--- src/rtl/tc_pkg.sv ---
// Shared definitions for the memory-mapped countdown timer:
// register map, CTRL layout, FSM states and the byte-lane merge helper.
package tc_pkg;

    localparam logic [1:0] CTRL_IDX   = 2'd0;
    localparam logic [1:0] PRESET_IDX = 2'd1;
    localparam logic [1:0] COUNT_IDX  = 2'd2;

    localparam logic [1:0] MODE_ONESHOT = 2'b00;
    localparam logic [1:0] MODE_AUTO    = 2'b01;

    localparam int CTRL_W       = 4;
    localparam int CTRL_EN      = 0;
    localparam int CTRL_MODE_LO = 1;
    localparam int CTRL_MODE_HI = 2;
    localparam int CTRL_IM      = 3;

    typedef enum logic [1:0] {
        IDLE = 2'd0,
        LOAD = 2'd1,
        CNT  = 2'd2,
        INT  = 2'd3
    } tc_state_e;

    // Replace each enabled byte lane of old with the matching lane of wdata.
    function automatic logic [31:0] be_merge(input logic [31:0] old,
                                             input logic [31:0] wdata,
                                             input logic [3:0]  byteen);
        logic [31:0] res;
        for (int i = 0; i < 4; i++) begin
            res[i*8 +: 8] = byteen[i] ? wdata[i*8 +: 8] : old[i*8 +: 8];
        end
        return res;
    endfunction

endpackage

--- src/rtl/tc_timer.sv ---
// Countdown timer on the CPU data bus: CTRL/PRESET/COUNT registers, a
// load/count/interrupt FSM and a registered interrupt output.
module tc_timer
    import tc_pkg::*;
#(
    parameter logic [31:0] BASE_ADDR = 32'h0000_7F00,
    parameter int unsigned CNT_W     = 32
) (
    input  logic        clk,
    input  logic        reset,
    input  logic [31:0] addr,
    input  logic [3:0]  byteen,
    input  logic [31:0] wdata,
    output logic [31:0] rdata,
    output logic        irq
);

    logic [CTRL_W-1:0] ctrl_q, ctrl_d;
    logic [CNT_W-1:0]  preset_q, preset_d;
    logic [CNT_W-1:0]  count_q, count_d;
    tc_state_e         state_q, state_d;
    logic              irq_flag_q, irq_flag_d;

    logic              sel;
    logic [1:0]        reg_idx;
    logic              wr_ctrl;
    logic              wr_preset;
    logic              ctrl_en;
    logic [1:0]        ctrl_mode;
    logic [CTRL_W-1:0] ctrl_fsm;
    logic [CTRL_W-1:0] ctrl_merged;
    logic [31-CTRL_W:0] unused_ctrl_hi;
    logic              unused_addr_lsb;

    assign sel             = (addr[31:4] == BASE_ADDR[31:4]);
    assign reg_idx         = addr[3:2];
    assign wr_ctrl         = sel && (byteen != 4'b0) && (reg_idx == CTRL_IDX);
    assign wr_preset       = sel && (byteen != 4'b0) && (reg_idx == PRESET_IDX);
    assign ctrl_en         = ctrl_q[CTRL_EN];
    assign ctrl_mode       = ctrl_q[CTRL_MODE_HI:CTRL_MODE_LO];
    assign unused_addr_lsb = ^addr[1:0];

    always_comb begin
        state_d    = state_q;
        count_d    = count_q;
        ctrl_fsm   = ctrl_q;
        irq_flag_d = irq_flag_q;

        // A bus write clears the flag; an interrupt raised on the same edge still wins.
        if (wr_ctrl || wr_preset) begin
            irq_flag_d = 1'b0;
        end

        case (state_q)
            IDLE: begin
                if (ctrl_en) begin
                    state_d = LOAD;
                end
            end
            LOAD: begin
                count_d = preset_q;
                state_d = CNT;
            end
            CNT: begin
                if (!ctrl_en) begin
                    state_d = IDLE;
                end else if (count_q > CNT_W'(1)) begin
                    count_d = count_q - CNT_W'(1);
                end else begin
                    count_d    = '0;
                    irq_flag_d = 1'b1;
                    state_d    = INT;
                end
            end
            INT: begin
                case (ctrl_mode)
                    MODE_AUTO: begin
                        irq_flag_d = 1'b0;
                        state_d    = LOAD;
                    end
                    MODE_ONESHOT: begin
                        ctrl_fsm[CTRL_EN] = 1'b0;
                        state_d           = IDLE;
                    end
                    default: begin
                        ctrl_fsm[CTRL_EN] = 1'b0;
                        state_d           = IDLE;
                    end
                endcase
            end
            default: state_d = IDLE;
        endcase
    end

    // The bus write is merged on top of the FSM's EN clear so software wins a collision.
    always_comb begin
        {unused_ctrl_hi, ctrl_merged} = be_merge(32'(ctrl_fsm), wdata, byteen);
        ctrl_d   = wr_ctrl ? ctrl_merged : ctrl_fsm;
        preset_d = wr_preset ? CNT_W'(be_merge(32'(preset_q), wdata, byteen)) : preset_q;
    end

    always_ff @(posedge clk or negedge reset) begin
        if (!reset) begin
            ctrl_q     <= '0;
            preset_q   <= '0;
            count_q    <= '0;
            state_q    <= IDLE;
            irq_flag_q <= 1'b0;
        end else begin
            ctrl_q     <= ctrl_d;
            preset_q   <= preset_d;
            count_q    <= count_d;
            state_q    <= state_d;
            irq_flag_q <= irq_flag_d;
        end
    end

    always_comb begin
        rdata = '0;
        if (sel) begin
            case (reg_idx)
                CTRL_IDX:   rdata = 32'(ctrl_q);
                PRESET_IDX: rdata = 32'(preset_q);
                COUNT_IDX:  rdata = 32'(count_q);
                default:    rdata = '0;
            endcase
        end
    end

    assign irq = irq_flag_q & ctrl_q[CTRL_IM];

endmodule

--- config.mk ---
export PLATFORM = sky130hd
export DESIGN_NAME = tc_timer
export DESIGN_NICKNAME = d
export VERILOG_FILES = /design/src/rtl/tc_pkg.sv /design/src/rtl/tc_timer.sv
export SDC_FILE = /design/constraint.sdc
export NUM_CORES = 1
export LEC_CHECK = 0
export ABC_AREA = 0
export CORE_MARGIN = 4
export CORE_UTILIZATION = 45
export CTS_CLUSTER_DIAMETER = 40
export DETAILED_ROUTE_END_ITERATION = 10
export GPL_ROUTABILITY_DRIVEN = 0
export PLACE_DENSITY = 0.75
export SYNTH_ARGS = -nofsm -noshare
export SYNTH_HDL_FRONTEND = slang
export SYNTH_SLANG_ARGS = --single-unit
--- constraint.sdc ---
create_clock -name clk -period 3.4 [get_ports clk]
set_clock_uncertainty 0.15 [all_clocks]
set_input_delay 0.68 -clock clk [delete_from_list [all_inputs] [get_ports clk]]
set_output_delay 0.68 -clock clk [all_outputs]
set_load 0.05 [all_outputs]
; ---- Yosys cells after proc, flatten, opt, wreduce, memory -nomap -nowiden
; Index checks and enable logic that the tools add are counted.
; Widths: inputs -> output; s select.
[totals]
mem_bits_rw = 0
out_inout_bits = 33
romBits = 0
elab_cells = 56
latchBits = 0
in_bits = 70
mem_count = 0
ff_bits = 71
[classes]
div = 0
muxes = 19
n_addsub = 1
n_shift = 0
order_cmp = 1
eq_ne = 10
mul = 0
reduce_logical = 15
bitwise = 1
[ops]
columns = operator, count
row1 = $mux 32, 3
row2 = $pmux 32 s3, 1
row3 = $pmux 32 s2, 1
row4 = $gt 32x1->1 const B, 1
row5 = $sub 32x1->32 const B, 1
row6 = $eq 28x11->1 const B, 1
row7 = $reduce_and 2->1, 7
row8 = $mux 1, 9
row9 = $pmux 2 s4, 1
row10 = $eq 2x1->1 const B, 3
row11 = $eq 2x2->1 const B, 3
row12 = $mux 2, 3
row13 = $logic_not 2->1, 2
row14 = $ne 2x2->1 const B, 2
row15 = $reduce_bool 4->1, 1
row16 = $logic_and 1x1->1, 3
row17 = $ne 3x3->1 const B, 1
row18 = $pmux 1 s2, 1
row19 = $reduce_bool 2->1, 1
row20 = $and 1x1->1, 1
row21 = $logic_or 1x1->1, 1

; ---- Logic depth before layout (Yosys ltp)
; Gate-level depths: netlist of the first run.
[logic_depth]
ltp_word = 8
ltp_mapped = 9
depth_no_buf = 7

; ---- Least setup slack after synthesis of the first run
; Ideal clock, no wire load.
[synth_path]
kind = input-to-output
startpoint = input addr[7]
endpoint = output rdata[10]
n_path_buf = 2
cell_stages = 6
t_required_ps = 2570
slack_ps = -133
arrival_ps = 2703
path_cell_list = or4_1 nor4_1 nand4_1 buf_2 clkbuf_1 nor2_1
[synth_via]
elab_chain_len = 2
[synth_rtl]
columns = element, line_no
row1 = "start, declared", tc_timer.sv:11  ; input logic [31:0] addr,
row2 = $eq 28x11->1, tc_timer.sv:35  ; assign sel = (addr[31:4] == BASE_ADDR[31:4]);
row3 = $mux 32, tc_timer.sv:120  ; if (sel) begin
row4 = "end, declared", tc_timer.sv:14  ; output logic [31:0] rdata,
; Every way passes these cells.

; ---- Worst setup path after layout of the first run
[layout_path]
startpoint = input addr[26]
endpoint = output rdata[27]
; Same word-level chain as after synthesis.

==> impl_summary.txt, run 1 <==
----------------------------------------------------
[Run status]
  Result of the run ... complete, no violations

[Yosys]
  Seq/Total Area, Yosys ... 0.393
  Avg Synthesized Cell Area ... 9.19 um^2
  Synth top area cells ... sky130_fd_sc_hd__dfrtp_1 39%, sky130_fd_sc_hd__mux2_2 9.0%, sky130_fd_sc_hd__a22oi_1 5.1%
  Post-Syn Nets ... roughly 560
  Post-synth EDFFs ... 0
  Count of cell types in the netlist ... 55
  Ys Warns ... 0
  Flip-flop and latch count after synthesis ... between 70 and 80
  Number of cells produced by synthesis ... approximately 500
  Biggest area consumer among synthesized cells ... sky130_fd_sc_hd__dfrtp_1
  Flip-flop cell with the highest count after synthesis ... sky130_fd_sc_hd__dfrtp_1
  Area share of the leading cell type in the synthesized netlist ... 0.393
  Share of async-settable or async-resettable flops after synthesis ... 1.00
  Cell area after synthesis ... about 0.0045 mm^2

[Layout]
  Antenna cells ... 0
  Post-route standard cell area excluding fillers ... slightly below 0.007 mm^2
  Synthesis-to-layout area growth ... 49.2%
  Share of the core filled with cells in the final layout ... 0.691
  Final Non-Filler Cells ... 730
  Proportion of layout cells with a drive suffix above 1 ... 0.271
  Post-layout net count ... approximately 660

[STA]
  Share of the clock period used by the worst path ... 0.977
  Slew margin rel. ... 0.398
  Number of hold violations in the final report ... 0
  Final Hold Slack ... slightly above 0.3 ns
  Period minus WS final ... roughly 3.3 ns
  Final worst-path setup slack ... between 0.07 and 0.08 ns
  Least-Margin Pin Slew ... between 0.9 and 1 ns
  Fmax ... about 300 MHz
  Unrepaired setup endpoints after global routing ... no
  Sum Neg Setup Slack ... 0 ns
  Final setup viols ... 0
  Slew Limit Fails ... 0

[Drt]
  Number of DRC violations after detailed-routing iteration 0 ... between 300 and 400
  Vias after detailed routing ... around 4500
  Final routed DRC violation total ... 0
  Number of detailed-route iterations in the first pass ... 5
  Routed via count divided by cell count ... between 6 and 7
  Antenna Violating Nets Remaining ... 0
  Routed WL per cell ... roughly 19 um
  Detailed Route WL ... approximately 14000 um

[Worst setup path]
  CP startpoint kind ... primary input
  List of cells traversed by the critical path ... dlygate4sd2_1, or4_4, nor4_4, nand4_1, buf_8, buf_12, nor2_4, buf_12
  Data arrival time of the critical path ... 2.49 ns
  Slack of the worst reg-to-reg path ... about 0.6 ns
  Largest stage delay on the critical path ... around 0.49 ns
  Kind of end point of the critical path ... output port
  Crit path kind ... in -> out
  Most prevalent standard cell on the critical path ... sky130_fd_sc_hd__buf_12
  Worst-path maximum fanout ... 8
  Required time at the endpoint of the critical path ... between 2 and 3 ns
  Worst r2r path cells ... 6
  RR Startpoint ... count_q[27]
  Slowest cell on the critical path ... sky130_fd_sc_hd__or4_4
  Reg-to-Reg End ... count_q[14]

[Pwr]
  Power Dens Cells ... roughly 280 mW/mm^2
  Highest ir drop seen on vdd ... between 0.2 and 0.25 mV
  Static leakage ... 2.81 nW
  Power after layout ... 1.88 mW

[Place]
  Buffers on Ports ... 100
  Total placed cells including tap cells ... 709
  Cell Area, Placed ... 0.00607 mm^2
  Dpl ws ... -0.191 ns
  HPWL after detailed placement ... approximately 9600 um

[Floorplanning]
  Number of standard-cell rows in the floorplan ... 36
  Die span in x ... between 100 and 150 um
  Area inside the core boundary ... a little under 0.01 mm^2
  Die Area ... 0.0117 mm^2
  Vertical extent of the die ... 108 um
  Top Ports ... 103
  Initial core utilization ... 0.463

[CTS]
  Clock-pin slew on the worst setup and hold paths ... 0.08 ns
  Root Buffer Master ... sky130_fd_sc_hd__clkbuf_8
  TritonCTS Buffers ... 9
  Clock buffer depth ... 2
  Sinks on the clock net ... a little over 70
  Clk_lat worst skew ... 0.34 ns
  Clock tree from TritonCTS ... built
  H-tree level count ... 3

[Global routing]
  First-pass GRT wire length ... roughly 23000 um
  Largest net degree at the start of global routing ... 37
  Total overflow reported by the global router ... 0
  Vias in the first global route ... 4467
  Antenna violations before repair ... 0
  Total global routing track utilization ... 0.249

[Flow run]
  Reported max-cap violation count ... 0

[Min path]
  Class of the tightest hold or removal check ... in -> async

----------------------------------------------------
==> where the power goes <==
part | leakage, nW | internal, mW | switching (mW)
clock network | 0.134 | 0.584 | 0.325
registers | 0.987 | 0.844 | 0.000000210
logic | 1.69 | 0.0764 | 0.0539
total | 2.81 | 1.50 | 0.379
==> state kept, by name (all words and copies together) (netlist names) <==
register    count
count_q        32
preset_q       32
ctrl_q          4
state_q         2
irq_flag_q      1
==> worst max path at each step <==
| stage | from | endpoint | slack, ns | cells past startpoint |
|---|---|---|---|---|
| 3_3_place_gp | addr[7] | rdata[0] | -0.14 | 7 |
| 5_1_grt | addr[19] | rdata[27] | 0.02 | 8 |
| 6_report | addr[26] | rdata[27] | 0.08 | 8 |
| 2_1_floorplan | addr[7] | rdata[10] | -0.13 | 6 |
| 4_1_cts | addr[7] | rdata[4] | 0.05 | 8 |
| 3_5_place_dp | addr[7] | rdata[20] | -0.19 | 7 |
==> per-layer routing <==
layer  up-vias  wire length, um  global-route usage
met1      2160             5600               0.328
met3        22             1180              0.0316
met2       246             7140               0.433
li1       2075                -                   -
met5         -                0                   0
met4         0              218              0.0685
==> cell usage after synthesis (5+ instances only) <==
cell type,count
sky130_fd_sc_hd__nand2_1,41
sky130_fd_sc_hd__nand2b_1,5
sky130_fd_sc_hd__nor4_1,16
sky130_fd_sc_hd__o21ai_0,11
sky130_fd_sc_hd__nor3_1,11
sky130_fd_sc_hd__a22oi_1,31
sky130_fd_sc_hd__o221ai_1,5
sky130_fd_sc_hd__o31ai_1,26
sky130_fd_sc_hd__a21oi_1,10
sky130_fd_sc_hd__or3_1,8
sky130_fd_sc_hd__nor2_1,56
sky130_fd_sc_hd__nand3_1,9
sky130_fd_sc_hd__inv_1,12
sky130_fd_sc_hd__nand4_1,10
sky130_fd_sc_hd__nor2b_1,6
sky130_fd_sc_hd__o41ai_1,8
sky130_fd_sc_hd__a22o_1,12
sky130_fd_sc_hd__dfrtp_1,71
sky130_fd_sc_hd__mux2i_1,7
sky130_fd_sc_hd__mux2_2,36
sky130_fd_sc_hd__clkbuf_1,33
sky130_fd_sc_hd__or4_1,6
==> final cells by class <==
class | instances | area (um^2)
Clock buffer | 11 | 141
Clock inverter | 5 | 129
Fill cell | 721 | 3020
Inverter | 12 | 45.0
Multi-Input combinational cell | 369 | 2790
Sequential cell | 71 | 1780
Tap cell | 133 | 166
Timing Repair Buffer | 129 | 1700
==> layout by cell type (no fill, tap or decap), drive strengths merged, types with 3 or more instances in the layout <==
cell type,instances
or2,3
o221ai,5
clkbuf,11
a2bb2oi,3
o31ai,26
nor2,57
o41ai,8
a22o,12
dfrtp,71
buf,62
or3,8
nand2,41
and2,3
clkdlybuf4s50,59
mux2,36
nand4b,3
dlygate4sd2,6
a21oi,10
nand3,9
nor4,18
a22oi,31
and3,4
a31oi,4
bufinv,4
nand4,10
o41a,3
nor2b,6
mux2i,7
or4,7
nand2b,5
o21ai,13
nor3,15
inv,12
==> repair_timing <==
action,CTS,global route
pin swaps,31,3
endpoints found under the setup margin,32,2
hold buffers,0,0
resized for setup,86,3
setup buffers,2,0
cloned,4,0
==> critical path, delay by kind of cell <==
family	cells	cell delay, ns
buffers and inverters	4	0.74
and+or+nand+nor	4	1.05
==> cell families (layout without fill, tap and decap cells) <==
logic type      count (synthesis)  in the layout  share of synthesized area
simple gates                  196            196                      0.234
compound gates                128            128                      0.212
flops                          71             71                      0.393
buf+inv                        52            157                     0.0506
mux                            43             43                      0.105
fa+ha+maj                       2              2                    0.00553
Power figures use the tool's default switching activity.
==> run 2: changes to the inputs <==
Settings changed: SETUP_SLACK_MARGIN set to 0.1.
==> run 2 against run 1 <==
Net effect: sequential share of layout area rose by 0.49 points; global-route usage is 0.33 points lower; setup slack improved by 0.089 ns; maximum frequency grew 2.8%; critical path type unchanged.
==> impl_summary.txt, run 2 (same netlist as run 1, synthesis figures left out) <==
----------------------------------------------------
[Run status]
  Result of the run ... complete, no violations

[Layout]
  Final Non-Filler Cells ... 730 (unchanged)
  Synthesis-to-layout area growth ... 46.5%
  Share of the core filled with cells in the final layout ... 0.678 (-0.0127)
  Proportion of layout cells with a drive suffix above 1 ... 0.280 (+0.00838)
  Post-layout net count ... 665 (+0.15%)
  Most frequent standard cell in the layout excluding fill and tap cells ... sky130_fd_sc_hd__dfrtp_1
  Commonest non-fill, non-tap cells in the layout ... 71 x sky130_fd_sc_hd__dfrtp_1, 58 x sky130_fd_sc_hd__clkdlybuf4s50_1, 41 x sky130_fd_sc_hd__nand2_1, 39 x sky130_fd_sc_hd__buf_12, 36 x sky130_fd_sc_hd__mux2_2
  Largest registers ... count_q x32, preset_q x32, ctrl_q x4
  Post-route standard cell area excluding fillers ... 0.00663 mm^2 (-1.8%)
  Antenna cells ... 0 (unchanged)

[Flow run]
  Reported max-cap violation count ... 0 (unchanged)

[Drt]
  Number of detailed-route iterations in the first pass ... 5 (unchanged)
  Vias after detailed routing ... 4502 (-0.022%)
  Routed WL per cell ... 18.9 um (-2.5%)
  Routed via count divided by cell count ... 6.17 (about the same)
  Antenna Violating Nets Remaining ... 0 (unchanged)
  Number of DRC violations after detailed-routing iteration 0 ... 443 (+14%)
  Final routed DRC violation total ... 0 (unchanged)
  Detailed Route WL ... 13800 um (-2.5%)

[Floorplanning]
  Die Area ... 0.0117 mm^2 (unchanged)
  Initial core utilization ... 0.463 (unchanged)
  Area inside the core boundary ... 0.00977 mm^2 (unchanged)
  Vertical extent of the die ... 108 um (unchanged)
  Die span in x ... 108 um (unchanged)
  Top Ports ... 103 (unchanged)
  Number of standard-cell rows in the floorplan ... 36 (unchanged)

[Worst setup path]
  CP startpoint kind ... primary input
  Kind of end point of the critical path ... output port
  Slowest cell on the critical path ... sky130_fd_sc_hd__clkdlybuf4s50_1
  Required time at the endpoint of the critical path ... 2.57 ns (about the same)
  List of cells traversed by the critical path ... clkdlybuf4s50_1, nand4_1, nor4_4, nand4_1, buf_6, buf_16, nor2_4, buf_12
  Most prevalent standard cell on the critical path ... sky130_fd_sc_hd__nand4_1
  Worst-path maximum fanout ... 8 (unchanged)
  Crit path kind ... in -> out
  Largest stage delay on the critical path ... 0.46 ns (-0.03 ns)
  Data arrival time of the critical path ... 2.40 ns (-0.09 ns)

[STA]
  Fmax ... 309 MHz (+2.8%)
  Slew margin rel. ... 0.440 (+0.0422)
  Least-Margin Pin Slew ... 0.840 ns (-0.0632 ns)
  Number of hold violations in the final report ... 0 (unchanged)
  Final worst-path setup slack ... 0.167 ns (+0.0889 ns)
  Final setup viols ... 0 (unchanged)
  Share of the clock period used by the worst path ... 0.951 (-0.0262)
  Slew Limit Fails ... 0 (unchanged)
  Final Hold Slack ... 0.278 ns (-0.0287 ns)
  Period minus WS final ... 3.23 ns (-0.0889 ns)
  Sum Neg Setup Slack ... 0 ns (unchanged)
  Unrepaired setup endpoints after global routing ... no

[Place]
  Total placed cells including tap cells ... 710 (+0.14%)
  HPWL after detailed placement ... 9580 um (+0.27%)
  Cell Area, Placed ... 0.00614 mm^2 (+1.2%)
  Buffers on Ports ... 100 (unchanged)
  Dpl ws ... -0.194 ns (-0.00250 ns)

[Global routing]
  First-pass GRT wire length ... 22900 um (-0.18%)
  Total global routing track utilization ... 0.246 (-0.00333)
  Largest net degree at the start of global routing ... 38 (+2.7%)
  Antenna violations before repair ... 0 (unchanged)
  Vias in the first global route ... 4433 (-0.76%)
  Total overflow reported by the global router ... 0 (unchanged)

[Pwr]
  Static leakage ... 2.76 nW (-1.7%)
  Highest ir drop seen on vdd ... 0.163 mV (-26%)
  Power Dens Cells ... 251 mW/mm^2 (-10%)
  Power after layout ... 1.66 mW (-12%)

[CTS]
  Clock-pin slew on the worst setup and hold paths ... 0.08 ns (about the same)
  H-tree level count ... 3 (unchanged)
  TritonCTS Buffers ... 9 (unchanged)
  Hold-fix buffers, CTS ... 0 (unchanged)
  Clock buffer depth ... 2 (unchanged)
  Root Buffer Master ... sky130_fd_sc_hd__clkbuf_8
  Sinks on the clock net ... 71 (unchanged)
  Clock tree from TritonCTS ... built
  Clk_lat worst skew ... 0.35 ns (about the same)

[Min path]
  Class of the tightest hold or removal check ... in -> async

----------------------------------------------------
[run 2: cell types whose count changed in the layout (fill, tap and decap cells not counted), moves of 2 or more]
cell | previous run | this run
sky130_fd_sc_hd__dlygate4sd2_1 | 6 | 1
sky130_fd_sc_hd__clkbuf_2 | 0 | 4
sky130_fd_sc_hd__buf_4 | 17 | 20
sky130_fd_sc_hd__bufinv_16 | 4 | 1
sky130_fd_sc_hd__clkinv_2 | 0 | 3
sky130_fd_sc_hd__buf_16 | 4 | 2
sky130_fd_sc_hd__clkdlybuf4s15_1 | 1 | 3
[run 2: cell type report]
cell class,count,area [um^2]
clock buffer,11,151
clock inverter,4,45.0
fill,739,3150
inverter,12,45.0
multi-input combinational,369,2790
sequential,71,1780
tap,133,166
timing repair buffer,130,1650
[run 2: timing repair]
item                       CTS  global route
gates resized for setup     58            13
pin swaps                   36             5
buffers inserted             2             0
gates cloned                 3             0
setup endpoints to repair   32            38
[run 2: path summary, 6_finish.rpt]
path / start / to / slack, ns / depth (start not counted)
hold reg to reg: ctrl_q[3] / ctrl_q[3] / 0.39 / 1
max in group asynchronous: reset / count_q[28] / 2.13 / 2
setup reg to reg: count_q[27] / count_q[20] / 0.64 / 6
hold / removal: reset / count_q[12] / 0.28 / 1
min in group clk: ctrl_q[3] / ctrl_q[3] / 0.39 / 1
setup / recovery: addr[9] / rdata[26] / 0.17 / 8
[run 2: report_power, final]
group | switching, mW | total, mW | internal [mW] | leakage [nW]
Clock | 0.323 | 0.694 | 0.371 | 0.105
Sequential | 0.000000214 | 0.844 | 0.844 | 0.987
Combinational | 0.0513 | 0.126 | 0.0747 | 1.67
[run 2: per-layer routing]
metal | global-route usage | share of wire | wire (um)
met1 | 0.322 | 0.41 | 5670
met2 | 0.403 | 0.49 | 6710
met3 | 0.0490 | 0.078 | 1080
met4 | 0.0938 | 0.024 | 331
met5 | 0 | 0 | 0
[run 2: critical path: cells and delay by family]
kind / cells / cell delay [ns]
simple gates: 4 / 0.74
buf+inv: 4 / 0.97
==> run 3: changes to the inputs <==
Settings changed: CELL_PAD_IN_SITES_DETAIL_PLACEMENT set to 0, CELL_PAD_IN_SITES_GLOBAL_PLACEMENT set to 2, CORE_UTILIZATION 45 to 31, PLACE_DENSITY 0.75 to 0.79.
==> run 3 against run 2 <==
Net effect: wire length grew 11%; final area grew 3.7%; critical path type unchanged; register-to-register slack gained 0.03 ns; setup slack lost 0.072 ns; critical path depth grew 1; clock power grew 60%; cell count grew 7.7%; combinational power is essentially flat; global-route usage shrank 5.7 points; worst hold slack lost 0.034 ns; non-clock buffer count grew 8; sequential share of layout area shrank 0.97 points.
==> impl_summary.txt, run 3 (same netlist as run 1, synthesis figures left out) <==
----------------------------------------------------
[Run status]
  Result of the run ... complete, no violations

[Layout]
  Post-layout net count ... 673 (+1.2%)
  Multi-input gate area ... 0.00278 mm^2 (-0.45%)
  Commonest non-fill, non-tap cells in the layout ... 71 x sky130_fd_sc_hd__dfrtp_1, 55 x sky130_fd_sc_hd__clkdlybuf4s50_1, 41 x sky130_fd_sc_hd__nand2_1, 38 x sky130_fd_sc_hd__buf_12, 36 x sky130_fd_sc_hd__mux2_2
  Most frequent standard cell in the layout excluding fill and tap cells ... sky130_fd_sc_hd__dfrtp_1
  FF/Latch Area ... 0.00178 mm^2 (unchanged)
  Proportion of layout cells with a drive suffix above 1 ... 0.287 (+0.00740)
  Synthesis-to-layout area growth ... 52.0%
  Antenna cells ... 0 (unchanged)
  Largest registers ... count_q x32, preset_q x32, ctrl_q x4
  Share of the core filled with cells in the final layout ... 0.488 (-0.190)
  Fillcell total ... 1333 (+80%)

[Worst setup path]
  Buffering stage count on the worst path with inverters included ... 5 (+1)
  CP startpoint kind ... primary input
  Cell family with the largest share of critical-path delay ... simple AND/OR/NAND/NOR gates
  Reg-to-Reg End ... count_q[5]
  Largest stage delay on the critical path ... 0.54 ns (+0.08 ns)
  Worst-path maximum fanout ... 4 (-4)
  Slack of the worst reg-to-reg path ... 0.67 ns (+0.03 ns)
  Worst r2r path cells ... 6 (unchanged)
  List of cells traversed by the critical path ... clkbuf_2, or4_4, nor4_4, nand4_1, buf_4, buf_6, buf_4, nor2_4, buf_12
  Slowest cell on the critical path ... sky130_fd_sc_hd__or4_4
  Most prevalent standard cell on the critical path ... sky130_fd_sc_hd__buf_4
  Data arrival time of the critical path ... 2.47 ns (+0.07 ns)
  RR Startpoint ... count_q[26]
  Required time at the endpoint of the critical path ... 2.57 ns (about the same)
  Kind of end point of the critical path ... output port
  Crit path kind ... in -> out

[Global routing]
  Met2 layer usage reported by global route ... 0.319 (-0.0835)
  Largest net degree at the start of global routing ... 38 (unchanged)
  Vias in the first global route ... 4541 (+2.4%)
  First-pass GRT wire length ... 24800 um (+8.0%)
  Antenna violations before repair ... 0 (unchanged)
  Grt met1 use ... 0.254 (-0.0684)
  Total overflow reported by the global router ... 0 (unchanged)
  Total global routing track utilization ... 0.190 (-0.0565)
  Routing usage on met3 ... 0.0257 (-0.0232)
  Most used routing layer ... met2

[CTS]
  Hold-fix buffers, CTS ... 0 (unchanged)
  Clock-pin slew on the worst setup and hold paths ... 0.06 ns (-0.02 ns)
  Clk_lat worst skew ... 0.34 ns (about the same)
  TritonCTS Buffers ... 9 (unchanged)
  Sinks on the clock net ... 71 (unchanged)
  Clock buffer depth ... 2 (unchanged)
  H-tree level count ... 3 (unchanged)
  Clock tree from TritonCTS ... built
  Root Buffer Master ... sky130_fd_sc_hd__clkbuf_16

[Drt]
  Final routed DRC violation total ... 0 (unchanged)
  Vias after detailed routing ... 4340 (-3.6%)
  Number of detailed-route iterations in the first pass ... 5 (unchanged)
  Antenna Violating Nets Remaining ... 0 (unchanged)
  Routed via count divided by cell count ... 5.52 (-10%)
  Routed WL per cell ... 19.5 um (+3.4%)
  Detailed Route WL ... 15400 um (+11%)
  Number of DRC violations after detailed-routing iteration 0 ... 308 (-30%)

[STA]
  Final worst-path setup slack ... 0.0952 ns (-0.0720 ns)
  Fmax ... 303 MHz (-2.2%)
  Unrepaired setup endpoints after global routing ... yes
  Slew Limit Fails ... 0 (unchanged)
  Number of hold violations in the final report ... 0 (unchanged)
  Final Hold Slack ... 0.243 ns (-0.0341 ns)
  Slew margin rel. ... 0.585 (+0.144)
  Least-Margin Pin Slew ... 0.618 ns (-0.221 ns)
  Period minus WS final ... 3.30 ns (+0.0720 ns)
  Share of the clock period used by the worst path ... 0.972 (+0.0212)
  Final setup viols ... 0 (unchanged)

[Pwr]
  Power Dens Cells ... 303 mW/mm^2 (+21%)
  Highest ir drop seen on vdd ... 0.218 mV (+33%)
  Static leakage ... 2.88 nW (+4.4%)

[Place]
  Dpl ws ... -0.252 ns (-0.0588 ns)
  HPWL after detailed placement ... 10800 um (+13%)
  Buffers on Ports ... 100 (unchanged)

[Floorplanning]
  Area inside the core boundary ... 0.0141 mm^2 (+44%)
  Vertical extent of the die ... 129 um (+19%)
  Die Area ... 0.0166 mm^2 (+42%)
  Initial core utilization ... 0.321 (-0.142)
  Number of standard-cell rows in the floorplan ... 43 (+19%)
  Top Ports ... 103 (unchanged)
  Die span in x ... 129 um (+19%)

[Flow run]
  Reported max-cap violation count ... 0 (unchanged)

[Min path]
  Class of the tightest hold or removal check ... in -> async

----------------------------------------------------
==> run 3: layer usage <==
| metal | part of all wire | vias to the layer above |
|---|---|---|
| met1 | 0.45 | 2139 |
| met3 | 0.040 | 9 |
| met5 | 0 | - |
| met2 | 0.50 | 102 |
| li1 | - | 2090 |
| met4 | 0.0091 | 0 |
==> run 3: worst reg2reg max path, cell delays in order (launching register included) <==
cell	delay [ns]
sky130_fd_sc_hd__dfrtp_1	0.43
sky130_fd_sc_hd__or4_1	0.59
sky130_fd_sc_hd__nor4_1	0.38
sky130_fd_sc_hd__nand4_1	0.34
sky130_fd_sc_hd__o21ai_1	0.35
sky130_fd_sc_hd__buf_4	0.23
sky130_fd_sc_hd__o221ai_1	0.12
==> run 3: final cells by class <==
class                   count  share of cell area
well taps                 180              0.0328
clock inverters             3              0.0131
multi-input cells         369               0.404
repair buffers            138               0.249
flip-flops and latches     71               0.258
inverters                  12             0.00655
clock buffers              13              0.0364
==> run 3: worst max-delay path by stage <==
stage                     startpoint   endpoint  slack, ns  depth (start not counted)
final                        addr[4]   rdata[7]        0.1                          9
after global routing         addr[4]   rdata[7]       0.05                          9
after CTS                   addr[26]  rdata[12]       0.05                          8
after detailed placement     addr[7]  rdata[12]      -0.25                          8
after global placement       addr[7]  rdata[21]      -0.20                          8
after floorplan              addr[7]  rdata[10]      -0.03                          6
==> run 3: repair_timing <==
| item | in CTS | in global routing |
|---|---|---|
| buffers inserted | 2 | 2 |
| pin swaps | 6 | 32 |
| gates resized for setup | 40 | 28 |
| cloned | 2 | 1 |
| setup endpoints to repair | 32 | 32 |
==> run 3: where the power goes <==
part	leakage [nW]	switching, mW	total (mW)	internal (mW)
Clock	0.164	0.370	1.11	0.738
Combinational	1.73	0.0538	0.127	0.0734
Sequential	0.987	0.000000223	0.845	0.845
Total	2.88	0.424	2.08	1.66
==> run 3: per-stage QoR <==
stage               power, mW  instances  setup TNS (ns)  area (um^2)
detailed placement      0.993        763          -10.21         6270
global placement        0.990        763           -7.14         6270
CTS                      2.11        783               0         6770
global route             2.15        786               0         6870
finish                   2.08        786               0         6870
floorplan               0.883        492          -0.787         4600
